[src/rtl/systolic_ctrl_if.sv]
`default_nettype none
// ============================================================================
//  Module      : systolic_ctrl_if
//  Description : Control/status bundle between a host and the systolic-array
//                tile sequencer. The master issues start/abort and observes
//                status and datapath enables; the slave is the sequencer.
//  Revision    : 1.0 - initial release
// ============================================================================
interface systolic_ctrl_if #(
    parameter int ARRAYHEIGHT = 4
);
    localparam int ADDR_W = $clog2(2 * ARRAYHEIGHT);
    localparam int IDX_W  = $clog2(ARRAYHEIGHT) + 1;

    // Host requests
    logic              start;
    logic              abort;

    // Sequencer status
    logic              busy;
    logic              done;

    // Datapath enables
    logic              weight_buffer_load_en;
    logic              write_weight_en;
    logic              weight_buffer_out_en;
    logic              input_buffer_load_en;
    logic              input_buffer_out_en;
    logic              output_buffer_load_en;
    logic              output_buffer_out_en;

    // Addressing
    logic [ADDR_W-1:0] rd_addr;
    logic [IDX_W-1:0]  res_idx;

    modport master (
        output start,
        output abort,
        input  busy,
        input  done,
        input  weight_buffer_load_en,
        input  write_weight_en,
        input  weight_buffer_out_en,
        input  input_buffer_load_en,
        input  input_buffer_out_en,
        input  output_buffer_load_en,
        input  output_buffer_out_en,
        input  rd_addr,
        input  res_idx
    );

    modport slave (
        input  start,
        input  abort,
        output busy,
        output done,
        output weight_buffer_load_en,
        output write_weight_en,
        output weight_buffer_out_en,
        output input_buffer_load_en,
        output input_buffer_out_en,
        output output_buffer_load_en,
        output output_buffer_out_en,
        output rd_addr,
        output res_idx
    );
endinterface
`default_nettype wire

[src/rtl/systolic_ctrl.sv]
`default_nettype none
// ============================================================================
//  Module      : systolic_ctrl
//  Description : Tile sequencer for a weight-stationary systolic array.
//                Walks LOAD_W -> FEED -> SKEW -> ACC -> UNLOAD -> DONE with a
//                single reloadable down-counter timing every phase, and
//                decodes all datapath enables from the registered state.
//  Revision    : 1.0 - initial release
// ============================================================================
module systolic_ctrl #(
    parameter int ARRAYHEIGHT = 4,
    parameter int ARRAYWIDTH  = 4,
    parameter int DSP_DELAY   = 2
) (
    input  logic           clk,
    input  logic           rst_n,
    systolic_ctrl_if.slave ctrl
);

    // ------------------------------------------------------------------
    // Phase lengths and derived widths
    // ------------------------------------------------------------------
    localparam int ADDR_W     = $clog2(2 * ARRAYHEIGHT);
    localparam int IDX_W      = $clog2(ARRAYHEIGHT) + 1;

    localparam int LOAD_LEN   = ARRAYHEIGHT;
    localparam int FEED_LEN   = ARRAYHEIGHT;
    localparam int SKEW_LEN   = DSP_DELAY * (ARRAYWIDTH - 1);
    localparam int ACC_LEN    = 2 * DSP_DELAY * ARRAYHEIGHT;
    localparam int UNLOAD_LEN = ARRAYHEIGHT;

    // The counter must hold the longest phase; SKEW can exceed ACC for
    // very wide, shallow arrays, so size for whichever is larger.
    localparam int MAX_A      = (ACC_LEN > SKEW_LEN) ? ACC_LEN : SKEW_LEN;
    localparam int MAX_LEN    = (MAX_A > LOAD_LEN) ? MAX_A : LOAD_LEN;
    localparam int CNT_W      = (MAX_LEN > 1) ? $clog2(MAX_LEN + 1) : 1;

    // A zero-length skew (single column or zero-latency PEs) is bypassed.
    localparam bit SKIP_SKEW  = (SKEW_LEN == 0);

    // Counter reload values: the counter runs from LEN-1 down to 0, so the
    // phase ends in the cycle where it reads zero.
    localparam logic [CNT_W-1:0] LOAD_RL   = CNT_W'(LOAD_LEN - 1);
    localparam logic [CNT_W-1:0] FEED_RL   = CNT_W'(FEED_LEN - 1);
    localparam logic [CNT_W-1:0] SKEW_RL   = CNT_W'(SKEW_LEN - 1);
    localparam logic [CNT_W-1:0] ACC_RL    = CNT_W'(ACC_LEN - 1);
    localparam logic [CNT_W-1:0] UNLOAD_RL = CNT_W'(UNLOAD_LEN - 1);

    // ------------------------------------------------------------------
    // State encoding
    // ------------------------------------------------------------------
    typedef enum logic [2:0] {
        IDLE   = 3'd0,
        LOAD_W = 3'd1,
        FEED   = 3'd2,
        SKEW   = 3'd3,
        ACC    = 3'd4,
        UNLOAD = 3'd5,
        DONE   = 3'd6
    } state_t;

    state_t            r_state;
    state_t            w_next_state;
    logic [CNT_W-1:0]  r_cnt;
    logic [CNT_W-1:0]  w_cnt_next;
    logic [ADDR_W-1:0] r_rd_addr;
    logic [ADDR_W-1:0] w_rd_addr_next;
    logic [IDX_W-1:0]  r_res_idx;
    logic [IDX_W-1:0]  w_res_idx_next;
    logic              w_last;

    assign w_last = (r_cnt == '0);

    // State, phase counter and address registers; reset clears everything.
    always_ff @(posedge clk or negedge rst_n) begin
        if (!rst_n) begin
            r_state   <= IDLE;
            r_cnt     <= '0;
            r_rd_addr <= '0;
            r_res_idx <= '0;
        end else begin
            r_state   <= w_next_state;
            r_cnt     <= w_cnt_next;
            r_rd_addr <= w_rd_addr_next;
            r_res_idx <= w_res_idx_next;
        end
    end

    // Next-state logic: phases advance when the counter reaches zero; abort
    // overrides everything and returns straight to IDLE, skipping DONE.
    always_comb begin
        w_next_state = r_state;
        case (r_state)
            IDLE: begin
                if (ctrl.start) begin
                    w_next_state = LOAD_W;
                end
            end
            LOAD_W: begin
                if (w_last) begin
                    w_next_state = FEED;
                end
            end
            FEED: begin
                if (w_last) begin
                    w_next_state = SKIP_SKEW ? ACC : SKEW;
                end
            end
            SKEW: begin
                if (w_last) begin
                    w_next_state = ACC;
                end
            end
            ACC: begin
                if (w_last) begin
                    w_next_state = UNLOAD;
                end
            end
            UNLOAD: begin
                if (w_last) begin
                    w_next_state = DONE;
                end
            end
            DONE: begin
                w_next_state = IDLE;
            end
            default: begin
                w_next_state = IDLE;
            end
        endcase
        if (ctrl.abort) begin
            w_next_state = IDLE;
        end
    end

    // Counter reloads on every state change and otherwise counts down,
    // saturating at zero so it can never wrap.
    always_comb begin
        w_cnt_next = r_cnt;
        if (w_next_state != r_state) begin
            case (w_next_state)
                LOAD_W:  w_cnt_next = LOAD_RL;
                FEED:    w_cnt_next = FEED_RL;
                SKEW:    w_cnt_next = SKEW_RL;
                ACC:     w_cnt_next = ACC_RL;
                UNLOAD:  w_cnt_next = UNLOAD_RL;
                default: w_cnt_next = '0;
            endcase
        end else if (!w_last) begin
            w_cnt_next = r_cnt - CNT_W'(1);
        end
    end

    // Row address walks 0..H-1 through LOAD_W and continues H..2H-1 through
    // FEED; any other destination (including abort) zeroes it.
    always_comb begin
        w_rd_addr_next = '0;
        case (w_next_state)
            LOAD_W: begin
                if (r_state == LOAD_W) begin
                    w_rd_addr_next = r_rd_addr + ADDR_W'(1);
                end
            end
            FEED: begin
                w_rd_addr_next = r_rd_addr + ADDR_W'(1);
            end
            default: begin
                w_rd_addr_next = '0;
            end
        endcase
    end

    // Result index starts at 0 on UNLOAD entry, steps each UNLOAD cycle and
    // lands on ARRAYHEIGHT for the DONE cycle; cleared everywhere else.
    always_comb begin
        w_res_idx_next = '0;
        case (w_next_state)
            UNLOAD: begin
                if (r_state == UNLOAD) begin
                    w_res_idx_next = r_res_idx + IDX_W'(1);
                end
            end
            DONE: begin
                w_res_idx_next = r_res_idx + IDX_W'(1);
            end
            default: begin
                w_res_idx_next = '0;
            end
        endcase
    end

    // Outputs are pure decodes of registered state and registers.
    assign ctrl.busy                  = (r_state != IDLE);
    assign ctrl.done                  = (r_state == DONE);
    assign ctrl.weight_buffer_load_en = (r_state == LOAD_W);
    assign ctrl.write_weight_en       = (r_state == FEED);
    assign ctrl.weight_buffer_out_en  = (r_state == FEED);
    assign ctrl.input_buffer_load_en  = (r_state == FEED);
    assign ctrl.input_buffer_out_en   = (r_state == SKEW) || (r_state == ACC);
    assign ctrl.output_buffer_load_en = (r_state == ACC);
    assign ctrl.output_buffer_out_en  = (r_state == UNLOAD);
    assign ctrl.rd_addr               = r_rd_addr;
    assign ctrl.res_idx               = r_res_idx;

endmodule
`default_nettype wire

[src/flat_wrapper.sv]
// flat-port wrapper written by rule: the top's interface ports become plain ports
module systolic_ctrl_flat 
#(
    parameter int ARRAYHEIGHT = 4,
    parameter int ARRAYWIDTH  = 4,
    parameter int DSP_DELAY   = 2
)
  (clk, rst_n, ctrl_start, ctrl_abort, ctrl_busy, ctrl_done, ctrl_weight_buffer_load_en, ctrl_write_weight_en, ctrl_weight_buffer_out_en, ctrl_input_buffer_load_en, ctrl_input_buffer_out_en, ctrl_output_buffer_load_en, ctrl_output_buffer_out_en, ctrl_rd_addr, ctrl_res_idx);
  systolic_ctrl_if #(.ARRAYHEIGHT(ARRAYHEIGHT)) ctrl_i ();
  input  logic clk;
  input  logic rst_n;
  input wire logic [$bits(ctrl_i.start)-1:0] ctrl_start;
  input wire logic [$bits(ctrl_i.abort)-1:0] ctrl_abort;
  output wire logic [$bits(ctrl_i.busy)-1:0] ctrl_busy;
  output wire logic [$bits(ctrl_i.done)-1:0] ctrl_done;
  output wire logic [$bits(ctrl_i.weight_buffer_load_en)-1:0] ctrl_weight_buffer_load_en;
  output wire logic [$bits(ctrl_i.write_weight_en)-1:0] ctrl_write_weight_en;
  output wire logic [$bits(ctrl_i.weight_buffer_out_en)-1:0] ctrl_weight_buffer_out_en;
  output wire logic [$bits(ctrl_i.input_buffer_load_en)-1:0] ctrl_input_buffer_load_en;
  output wire logic [$bits(ctrl_i.input_buffer_out_en)-1:0] ctrl_input_buffer_out_en;
  output wire logic [$bits(ctrl_i.output_buffer_load_en)-1:0] ctrl_output_buffer_load_en;
  output wire logic [$bits(ctrl_i.output_buffer_out_en)-1:0] ctrl_output_buffer_out_en;
  output wire logic [$bits(ctrl_i.rd_addr)-1:0] ctrl_rd_addr;
  output wire logic [$bits(ctrl_i.res_idx)-1:0] ctrl_res_idx;
  assign ctrl_i.start = ctrl_start;
  assign ctrl_i.abort = ctrl_abort;
  assign ctrl_busy = ctrl_i.busy;
  assign ctrl_done = ctrl_i.done;
  assign ctrl_weight_buffer_load_en = ctrl_i.weight_buffer_load_en;
  assign ctrl_write_weight_en = ctrl_i.write_weight_en;
  assign ctrl_weight_buffer_out_en = ctrl_i.weight_buffer_out_en;
  assign ctrl_input_buffer_load_en = ctrl_i.input_buffer_load_en;
  assign ctrl_input_buffer_out_en = ctrl_i.input_buffer_out_en;
  assign ctrl_output_buffer_load_en = ctrl_i.output_buffer_load_en;
  assign ctrl_output_buffer_out_en = ctrl_i.output_buffer_out_en;
  assign ctrl_rd_addr = ctrl_i.rd_addr;
  assign ctrl_res_idx = ctrl_i.res_idx;
  systolic_ctrl #(.ARRAYHEIGHT(ARRAYHEIGHT), .ARRAYWIDTH(ARRAYWIDTH), .DSP_DELAY(DSP_DELAY)) u_core (.clk(clk), .rst_n(rst_n), .ctrl(ctrl_i));
endmodule
[config.mk]
export PLATFORM = sky130hd
export DESIGN_NAME = systolic_ctrl_flat
export DESIGN_NICKNAME = d
export VERILOG_FILES = /design/src/rtl/systolic_ctrl_if.sv /design/src/rtl/systolic_ctrl.sv /design/src/flat_wrapper.sv
export SDC_FILE = /design/constraint.sdc
export NUM_CORES = 1
export LEC_CHECK = 0
export CAP_MARGIN = 20
export CORE_MARGIN = 5
export CORE_UTILIZATION = 30
export CTS_CLUSTER_SIZE = 24
export DETAILED_ROUTE_END_ITERATION = 10
export PLACE_DENSITY_LB_ADDON = 0.25
export REMOVE_ABC_BUFFERS = 1
export SYNTH_ARGS = -nofsm -noshare
export SYNTH_HDL_FRONTEND = slang
export SYNTH_SLANG_ARGS = --single-unit
export TNS_END_PERCENT = 5
[constraint.sdc]
create_clock -name clk -period 2 [get_ports clk]
set_input_delay 0.6 -clock clk [delete_from_list [all_inputs] [get_ports clk]]
set_output_delay 0.6 -clock clk [all_outputs]
set_load 0.005 [all_outputs]
* After elaboration in Yosys (flattened, before gate mapping) *
Index checks and enable logic that the tools add are counted.

word-level totals
  word-level logic and storage cells = 41
  bits in registers = 14
  output and inout port bits = 15

cells by class
  add/sub/neg operators = 3
  equal/unequal tests = 14
  muxes and demuxes = 15
  reductions and logical operators = 5

operators with widths
  kind                                                 number
  2-to-1 mux 3 bit                                     9
  equality test 3 bit, second input constant           6
  case mux 3 bit (6 select lines)                      1
  equality test 3 x 2 -> 1 bit, second input constant  4
  case mux 3 bit (2 select lines)                      2
  case mux 4 bit (3 select lines)                      1
  2-to-1 mux 5 bit                                     2
  adder 3 x 1 -> 3 bit, second input constant          2
  equality test 3 x 1 -> 1 bit, second input constant  2
  zero test 5 bit                                      1
  subtractor 5 x 1 -> 5 bit, second input constant     1
  zero test 3 bit                                      1
  != test 3 bit                                        1
  nonzero test 3 bit                                   1
  OR reduction 3 bit                                   1
  != test 2 bit, second input constant                 1
  logical OR 1 bit                                     1

* Depth between registers and ports, before layout *
Gate-level depths: netlist (run 1).

  depth after elaboration = 8
  gate-level depth with buffers = 7
  mapped depth without buffers = 6

* Worst setup path after synthesis (run 1) *
OpenSTA, ideal clock, no wires.

  path type = register -> output
  from = reg u_core.r_state[1]
  to = out ctrl_busy
  stages on the path, launching flop included = 4
  arrival time = 1.085 ns
  slack = 0.315 ns
  cells stage by stage = dfrtp_1 buf_2 buf_1 or3_1

on the way
  longest elaborated chain between the ends = 1

ends and longest elaborated chain
  item                    RTL line              source
  start, declared         systolic_ctrl.sv:62   state_t r_state;
  start signal, assigned  systolic_ctrl.sv:82   r_state <= w_next_state;
  nonzero test 3 bit      systolic_ctrl.sv:193  assign ctrl.busy = (r_state != IDLE);
  end, declared           flat_wrapper.sv:14    output wire logic [$bits(ctrl_i.busy)-1:0] ctrl_busy;

Every way passes these cells.

* Worst setup path in the final report (run 1) *
  from = reg u_core.r_state[2]
  to = out ctrl_input_buffer_load_en

on the way
  longest elaborated chain between the ends = 1

ends and longest elaborated chain
  item                          RTL line              source
  equality test 3 x 2 -> 1 bit  systolic_ctrl.sv:198  assign ctrl.input_buffer_load_en = (r_state == FEED);
  end, declared                 flat_wrapper.sv:19    output wire logic [$bits(ctrl_i.input_buffer_load_en)-1:0] ctrl_input_buffer_load_en;

Every way passes these cells.

==> results of run 1 <==
-- sequential cells by signal, summed over array words and instances (netlist names) --
name and cells:
u_core.ctrl.rd_addr 3, u_core.r_cnt 5, u_core.r_state 3, u_core.ctrl.res_idx 3
-- power breakdown --
group / total, W / switching (W) / leakage, nW / internal (W)
clock network: 0.000203 / 0.0000924 / 0.0210 / 0.000110
registers: 0.000404 / 0.0000630 / 0.183 / 0.000341
logic: 0.000623 / 0.000317 / 0.417 / 0.000307
-- final timing paths --
| kind | start | end | slack [ns] | cells after the start |
|---|---|---|---|---|
| setup / recovery | u_core.r_state[2] | ctrl_input_buffer_load_en | 0.02 | 4 |
| hold / removal | u_core.ctrl.rd_addr[0] | u_core.ctrl.rd_addr[0] | 0.47 | 1 |
| setup reg to reg | u_core.r_cnt[0] | u_core.r_state[1] | 0.12 | 6 |
| hold reg to reg | u_core.ctrl.rd_addr[0] | u_core.ctrl.rd_addr[0] | 0.47 | 1 |
| max in group asynchronous | rst_n | u_core.ctrl.res_idx[2] | 1.19 | 2 |
| min in group asynchronous | rst_n | u_core.r_state[0] | 0.62 | 2 |
-- stage by stage --
step,hold slack [ns],instance area (µm²),worst slack (ns)
floorplan,0.304,892,0.120
global placement,0.446,1240,-0.0162
detailed placement,0.455,1240,-0.0537
CTS,0.471,1290,-0.208
global route,0.497,1310,-0.0743
finish,0.467,1310,0.0196
-- synthesized netlist by cell type, types with 3 or more instances --
library cell	n	area share
sky130_fd_sc_hd__nor3_1	4	0.021
sky130_fd_sc_hd__inv_1	6	0.024
sky130_fd_sc_hd__a21oi_1	4	0.021
sky130_fd_sc_hd__o21ai_1	3	0.016
sky130_fd_sc_hd__ha_1	4	0.053
sky130_fd_sc_hd__nor2_1	17	0.068
sky130_fd_sc_hd__nor3b_1	3	0.024
sky130_fd_sc_hd__dfrtp_1	14	0.37
sky130_fd_sc_hd__nand2b_1	5	0.033
-- layer usage --
layer / share of wire / vias to the layer above
met5: 0 / -
met4: 0.0056 / 0
met3: 0.030 / 2
met2: 0.49 / 9
met1: 0.47 / 404
li1: - / 415
-- layout make-up --
class | instances | area (µm²) | share of cell area
clock buffer | 4 | 36.3 | 0.0277
inverter | 6 | 22.5 | 0.0172
multi-input combinational | 75 | 543 | 0.415
sequential | 14 | 353 | 0.270
tap | 44 | 55.1 | 0.0421
timing repair buffer | 34 | 299 | 0.228
-- what timing repair did --
action	CTS	global route
hold endpoints to repair	0	0
resized for setup	16	7
endpoints found under the setup margin	9	12
cloned	0	0
pin swaps	0	2
buffers inserted	0	1
-- kinds of logic after synthesis --
kind of cell | count (synthesis) | synth area share
AOI/OAI and AO/OA | 17 | 0.138
xor gates and xnor gates | 3 | 0.0280
adders and majority gates | 4 | 0.0533
buffers and inverters | 14 | 0.0746
DFF | 14 | 0.373
muxes | 3 | 0.0333
and+or+nand+nor | 48 | 0.300
==> out/results.txt, run 1 <==
The number of pins exceeding their max-slew limit in the final report was 0. Portion of the post-synthesis area used by sequential elements: 0.373. The global-route track usage on met2 is 0.189, and the per-cell routed wire length is 12.1 µm.

The critical path contains buffers and inverters numbering 2 combined. The routed layout has 830 vias. TritonCTS built the clock tree. The most common cell after layout, fill and taps aside is sky130_fd_sc_hd__nor2_1. Total global routing track utilization: 0.112. For the area of the core, the log shows 3030 µm². The tools report the area of the die as 4350 µm². The share of post-route cells with drive strength above 1 is 0.241. The count of final setup violators came out at 0. The root buffer cell chosen for the clock tree is sky130_fd_sc_hd__clkbuf_4. For this block, the initial DRC count from the detailed router was 15. In the layout the commonest cells are sky130_fd_sc_hd__nor2_1, sky130_fd_sc_hd__buf_4, sky130_fd_sc_hd__dfrtp_1. In this design, the stage delay of the slowest critical-path cell is 0.44 ns. After synthesis, the mean cell area works out to 9.12 µm². Yosys mapped a number of flops with a built-in enable equal to 0.

At the pin with the least slew margin, the transition time is 0.453 ns. Setup total negative slack on the finished layout was measured at 0 ns. The worst setup path is captured at an output pin.

The ratio of total power to cell area works out to 940 nW/µm². The tools report the clock tree buffer depth as 2. Setup repair after global routing could not meet its margin everywhere. Input and output buffers added on the ports amount to 18.

The worst IR drop on VDD was 0.000365 V. The final standard cell utilization of the core is 0.432. The tools report the kind of start point of the critical path as a flip-flop. The tool flagged a number of max-cap violations equal to 0.

Entering global routing, the biggest net connects 15 pins. After global routing the overflow that remains totals 0. For the worst setup path, the data required time is 1.40 ns.

The remaining max-slew budget at the tightest pin was 0.695; the proportion of synthesized flip-flops having asynchronous set or reset was 1.00. The portion of the clock cycle consumed by the worst path in the final layout came out at 0.990. The maximum fanout along the worst path is 4. For the count of inserted antenna diode cells, the log shows 0. The global routing stage identified its most utilized layer as met2. The tools report the met1 capacity usage during global routing as 0.146. The final-report hold violation count is 0. The site row count was 20; the number of buffers inserted by hold repair at cts was 0. Buffers inserted during clock tree synthesis total 3.

Met3 track demand over resource in global routing: 0.0221. After detailed routing, the number of remaining DRC violations is 0. Total power for the finished layout comes to 0.00123 W.

Critical path arrival: 1.38 ns. Detailed placement ended at an HPWL of 1.68 mm. CTS saw 14 sinks.

In this run the static leakage power is 0.621 nW. From synthesis to final layout, the design area changed by 39.3%. The starting utilization of the core area was 0.310; the via count of the first global-routing pass was 865. For this run, the post-layout net count is 142. Clock-pin slew was measured on the worst setup and hold paths at 0.10 ns. Category of cells accounting for the largest share of critical-path delay: flip-flops.

The number of synthesized register bits came out at 14. The first global-routing pass estimated 3.86 mm of wire. The maximum level of the CTS H-tree came out at 1. On the final layout, the worst clock skew is 0.0121 ns. The congestion estimate from routability-driven global placement came to 0.841. During I/O placement, the number of pins put on the boundary was 19. In this run the cell area of the synthesized design comes to 940 µm².

For the finished layout, the period the worst path requires is 1.98 ns. The critical path goes through buf_4 -> nand2b_1 -> nor2_2 -> dlygate4sd2_1. After detailed routing, the total wire length is 2.15 mm.

For this design, the slowest cell found on the critical path is sky130_fd_sc_hd__dfrtp_2. The number of cells after detailed placement is 172. Among all flip-flop cells after synthesis, the most frequent one is sky130_fd_sc_hd__dfrtp_1. The height of the die works out to 66.0 µm. Detailed-routing iteration count for the pre-antenna-repair pass: 3.

The run finished with clean final reports. Yosys printed 0 warnings. The average via count per standard cell is 4.69, and the count of antenna-violating nets left after detailed routing is 0. Yosys mapped the design onto 41 distinct sky130hd cell types. Classification of the worst setup path: reg2out.

The layout has 310 filler cells. Number of cells produced by synthesis: 103. The type of the tightest min-delay check is reg2reg.

Excluding fillers, the count of instances in the completed layout stands at 177. The tools report the maximum clock frequency as 505 MHz. The number of antenna violations at the first check in global routing was 0. The die is 66.0 µm wide.

For the worst-skew pair, the clock arrives at the later sink with an insertion delay of 0.28 ns.
Power figures use the tool's default switching activity.
==> run 2: changes to the inputs <==
--- a/config.mk
+++ b/config.mk
@@ -5,13 +5,11 @@
 export SDC_FILE = /design/constraint.sdc
 export NUM_CORES = 1
 export LEC_CHECK = 0
-export CAP_MARGIN = 20
 export CORE_MARGIN = 5
 export CORE_UTILIZATION = 30
 export CTS_CLUSTER_SIZE = 24
 export DETAILED_ROUTE_END_ITERATION = 10
 export PLACE_DENSITY_LB_ADDON = 0.25
-export REMOVE_ABC_BUFFERS = 1
 export SYNTH_ARGS = -nofsm -noshare
 export SYNTH_HDL_FRONTEND = slang
 export SYNTH_SLANG_ARGS = --single-unit
==> run 2 against run 1 <==
Compared with the run above: the run now ends with setup timing left; setup slack lost 0.19 ns; sequential share of layout area shrank 0.10 points; via count shrank 3.3%; clock-buffer cell count is the same; wire length shrank 2.3%; power grew 0.87%; first-iteration DRC count shrank 20%; flip-flop and latch count is the same; global-route usage shrank 0.63 points; register-to-register slack gained 0.08 ns; final cell count shrank 1.1%; sequential power grew 3%; largest cell class unchanged; largest power group unchanged; highest routed layer unchanged.
==> out/results.txt, run 2 (synthesized netlist as in run 1, its figures left out) <==
The flow ran to the end, but the final reports show violations. The checks that failed: setup timing. The die extent in x was 66.0 µm (unchanged); the number of pins exceeding their max-slew limit in the final report was 0 (unchanged). The area of the die is 4350 µm² (unchanged), and the clock tree buffer depth is 2 (unchanged). The number of vias after detailed routing is 803 (-3.3%), and the count of final setup violators is 1 (+1). The multi-input logic area is 548 µm² (+0.92%), and the path depth of the worst reg2reg path is 7 (+1). The run gives 3030 µm² (unchanged) as the area of the core. The worst-skew pair later-pin latency was 0.28 ns (about the same); the portion of the clock cycle consumed by the worst path in the final layout was 1.08 (+0.0945). Ranked by flip-flop count, first place goes to u_core.r_cnt. The height of the die came out at 66.0 µm (unchanged).

The logs give 17 (+2) for the largest net degree at the start of global routing and 0.666 (-0.0297) for the remaining max-slew budget at the tightest pin. The total routed wirelength is 2.10 mm (-2.3%). The hold-critical path depth was 1 (unchanged); the required time at the endpoint of the critical path was 1.40 ns (about the same). The site row count is 20 (unchanged), and the minimum period implied by the final worst setup slack is 2.17 ns (+0.189 ns).

Number of remaining DRC errors: 0 (unchanged). The count of buffering cells on the critical path with inverters included was 1 (-1). The type of the tightest min-delay check was reg2reg. The via count of the first global-routing pass is 806 (-6.8%). The library cell used most frequently in the layout, excluding fill and tap cells, is sky130_fd_sc_hd__nor2_1. The critical path arrival came out at 1.57 ns (+0.19 ns). Setup repair after global routing could not meet its margin everywhere.

The number of nets in the synthesized netlist is 111. The critical path's largest stage delay works out to 0.51 ns (+0.07 ns). The tools report the maximum level of the CTS H-tree as 1 (unchanged).

Traced cell by cell, the critical path runs through nor2b_2 -> and2_1 -> clkdlybuf4s50_1. Cell at the root of the clock tree: sky130_fd_sc_hd__clkbuf_4. The clock transition at the registers of the reported paths was 0.09 ns (about the same). The worst hold path begins at u_core.ctrl.rd_addr[0].

Broken down by cell family, the worst path's largest delay share belongs to buffers and inverters. The logs give 0 (unchanged) for the total congestion overflow and 461 MHz (-8.7%) for the maximum clock frequency. For hold timing, the worst endpoint is u_core.ctrl.rd_addr[0]. Area occupied by registers: 353 µm² (unchanged).

The clock skew was 0.00941 ns (-0.00270 ns). The worst IR drop on VDD was 0.000490 V (+34%); the clock sink count was 14 (unchanged). The library cells used most frequently in the layout, excluding fill and tap cells, are sky130_fd_sc_hd__nor2_1, sky130_fd_sc_hd__dfrtp_1, sky130_fd_sc_hd__clkdlybuf4s50_1, sky130_fd_sc_hd__buf_4, sky130_fd_sc_hd__inv_1.

The flop-to-flop setup slack was 0.20 ns (+0.08 ns). The ratio of total power to cell area was 944 nW/µm² (+0.49%); the detailed-routing iteration count for the pre-antenna-repair pass was 4 (+1). The worst register-to-register path ends at u_core.r_state[1]. The worst hold slack after final layout was 0.469 ns (+0.00168 ns); the count of max-cap constraint violations was 0 (unchanged). The per-cell routed wire length is 12.0 µm (-1.2%).

The number of buffers inserted by hold repair at cts came out at 0 (unchanged). Number of buffer cells added on primary ports: 18 (unchanged). The startpoint of the worst register-to-register path is u_core.r_cnt[0]. Number of filler instances in the final layout: 314 (+1.3%). The number of antenna violations at the first check in global routing came out at 0 (unchanged).

The run gives 12 (-3) as the iteration-0 DRC count of the detailed router. The share of post-route cells with drive strength above 1 works out to 0.244 (+0.00367). The starting utilization of the core area was 0.310 (unchanged); the total CTS buffers was 3 (unchanged). The run gives 19 (unchanged) as the count of boundary I/O pins.

STA classifies the critical path endpoint as an output pin. The worst-case setup margin in the final layout came out at -0.169 ns (-0.189 ns). The tools report the count of antenna-violating nets left after detailed routing as 0 (unchanged). The overall power after layout is 0.00124 W (+0.87%), and the slew at the pin with the worst max-slew slack is 0.497 ns (+0.0441 ns). The estimated wirelength of the detail-placed design is 1.55 mm (-7.8%). The logs give 0 (unchanged) for the final-report hold violation count and 140 (-1.4%) for the net total in the final layout. The average via count per standard cell is 4.59 (-2.1%).

The tools report the count of inserted antenna diode cells as 0 (unchanged). TritonCTS built the clock tree. On the critical path, the stage with the largest delay is an instance of sky130_fd_sc_hd__clkdlybuf4s50_1. The static leakage power is 0.630 nW (+1.5%), and the flip-flop count of the largest register, all copies and words added is 5 (unchanged). The critical path in this run is classified as reg2out.

The tools report the placer congestion estimate as 0.754 (-10%). The maximum fanout along the worst path was 7 (+3); the synthesis-to-finish area growth was 39.8%. Total global routing track utilization: 0.106 (-0.00628). The global-route wire length before repair is 3.57 mm (-7.3%). STA classifies the critical path startpoint as a flip-flop.
## run 2: report_power, final
| part | internal, W | switching, W | total, W | leakage (nW) |
|---|---|---|---|---|
| logic | 0.000318 | 0.000305 | 0.000623 | 0.425 |
| registers | 0.000341 | 0.0000738 | 0.000415 | 0.184 |
| clock network | 0.000111 | 0.0000917 | 0.000203 | 0.0210 |
## run 2: worst max-delay path by stage
| stage | from | to | slack, ns | cells past startpoint |
|---|---|---|---|---|
| floorplan | u_core.r_state[1] | ctrl_busy | 0.32 | 3 |
| global placement | u_core.r_state[1] | ctrl_input_buffer_out_en | -0.06 | 3 |
| detailed placement | u_core.r_state[1] | ctrl_input_buffer_out_en | -0.08 | 3 |
| CTS | u_core.r_state[2] | ctrl_input_buffer_out_en | -0.24 | 4 |
| global route | u_core.r_state[2] | ctrl_output_buffer_out_en | -0.26 | 3 |
| finish | u_core.r_state[1] | ctrl_output_buffer_out_en | -0.17 | 3 |
## run 2: routing by layer
metal | global-route usage | up-vias | wire [µm]
met5 | 0 | - | 0
met4 | 0.0305 | 0 | 21
met3 | 0.0408 | 5 | 84
met2 | 0.185 | 13 | 1110
met1 | 0.119 | 376 | 889
li1 | - | 409 | -
## run 2: cell type report
type | count | share of cell area
timing repair buffer | 32 | 0.228
clock buffer | 4 | 0.0276
multi-input combinational | 75 | 0.417
sequential | 14 | 0.269
inverter | 6 | 0.0171
tap | 44 | 0.0419
## run 2: through the flow
stage | cell area (µm²) | setup TNS [ns] | utilization | instances | setup WS [ns]
finish | 1310 | -0.169 | 0.434 | 175 | -0.169
global route | 1310 | -0.260 | 0.434 | 175 | -0.260
CTS | 1280 | -0.662 | 0.422 | 174 | -0.245
detailed placement | 1220 | -0.0949 | 0.404 | 168 | -0.0760
global placement | 1220 | -0.0576 | 0.404 | 168 | -0.0576
floorplan | 940 | 0 | - | 103 | 0.315
## run 2: what timing repair did
action / in CTS / in global routing
setup endpoints to repair: 9 / 6
gates resized for setup: 11 / 12
buffers inserted: 2 / 1
pin swaps: 1 / 1
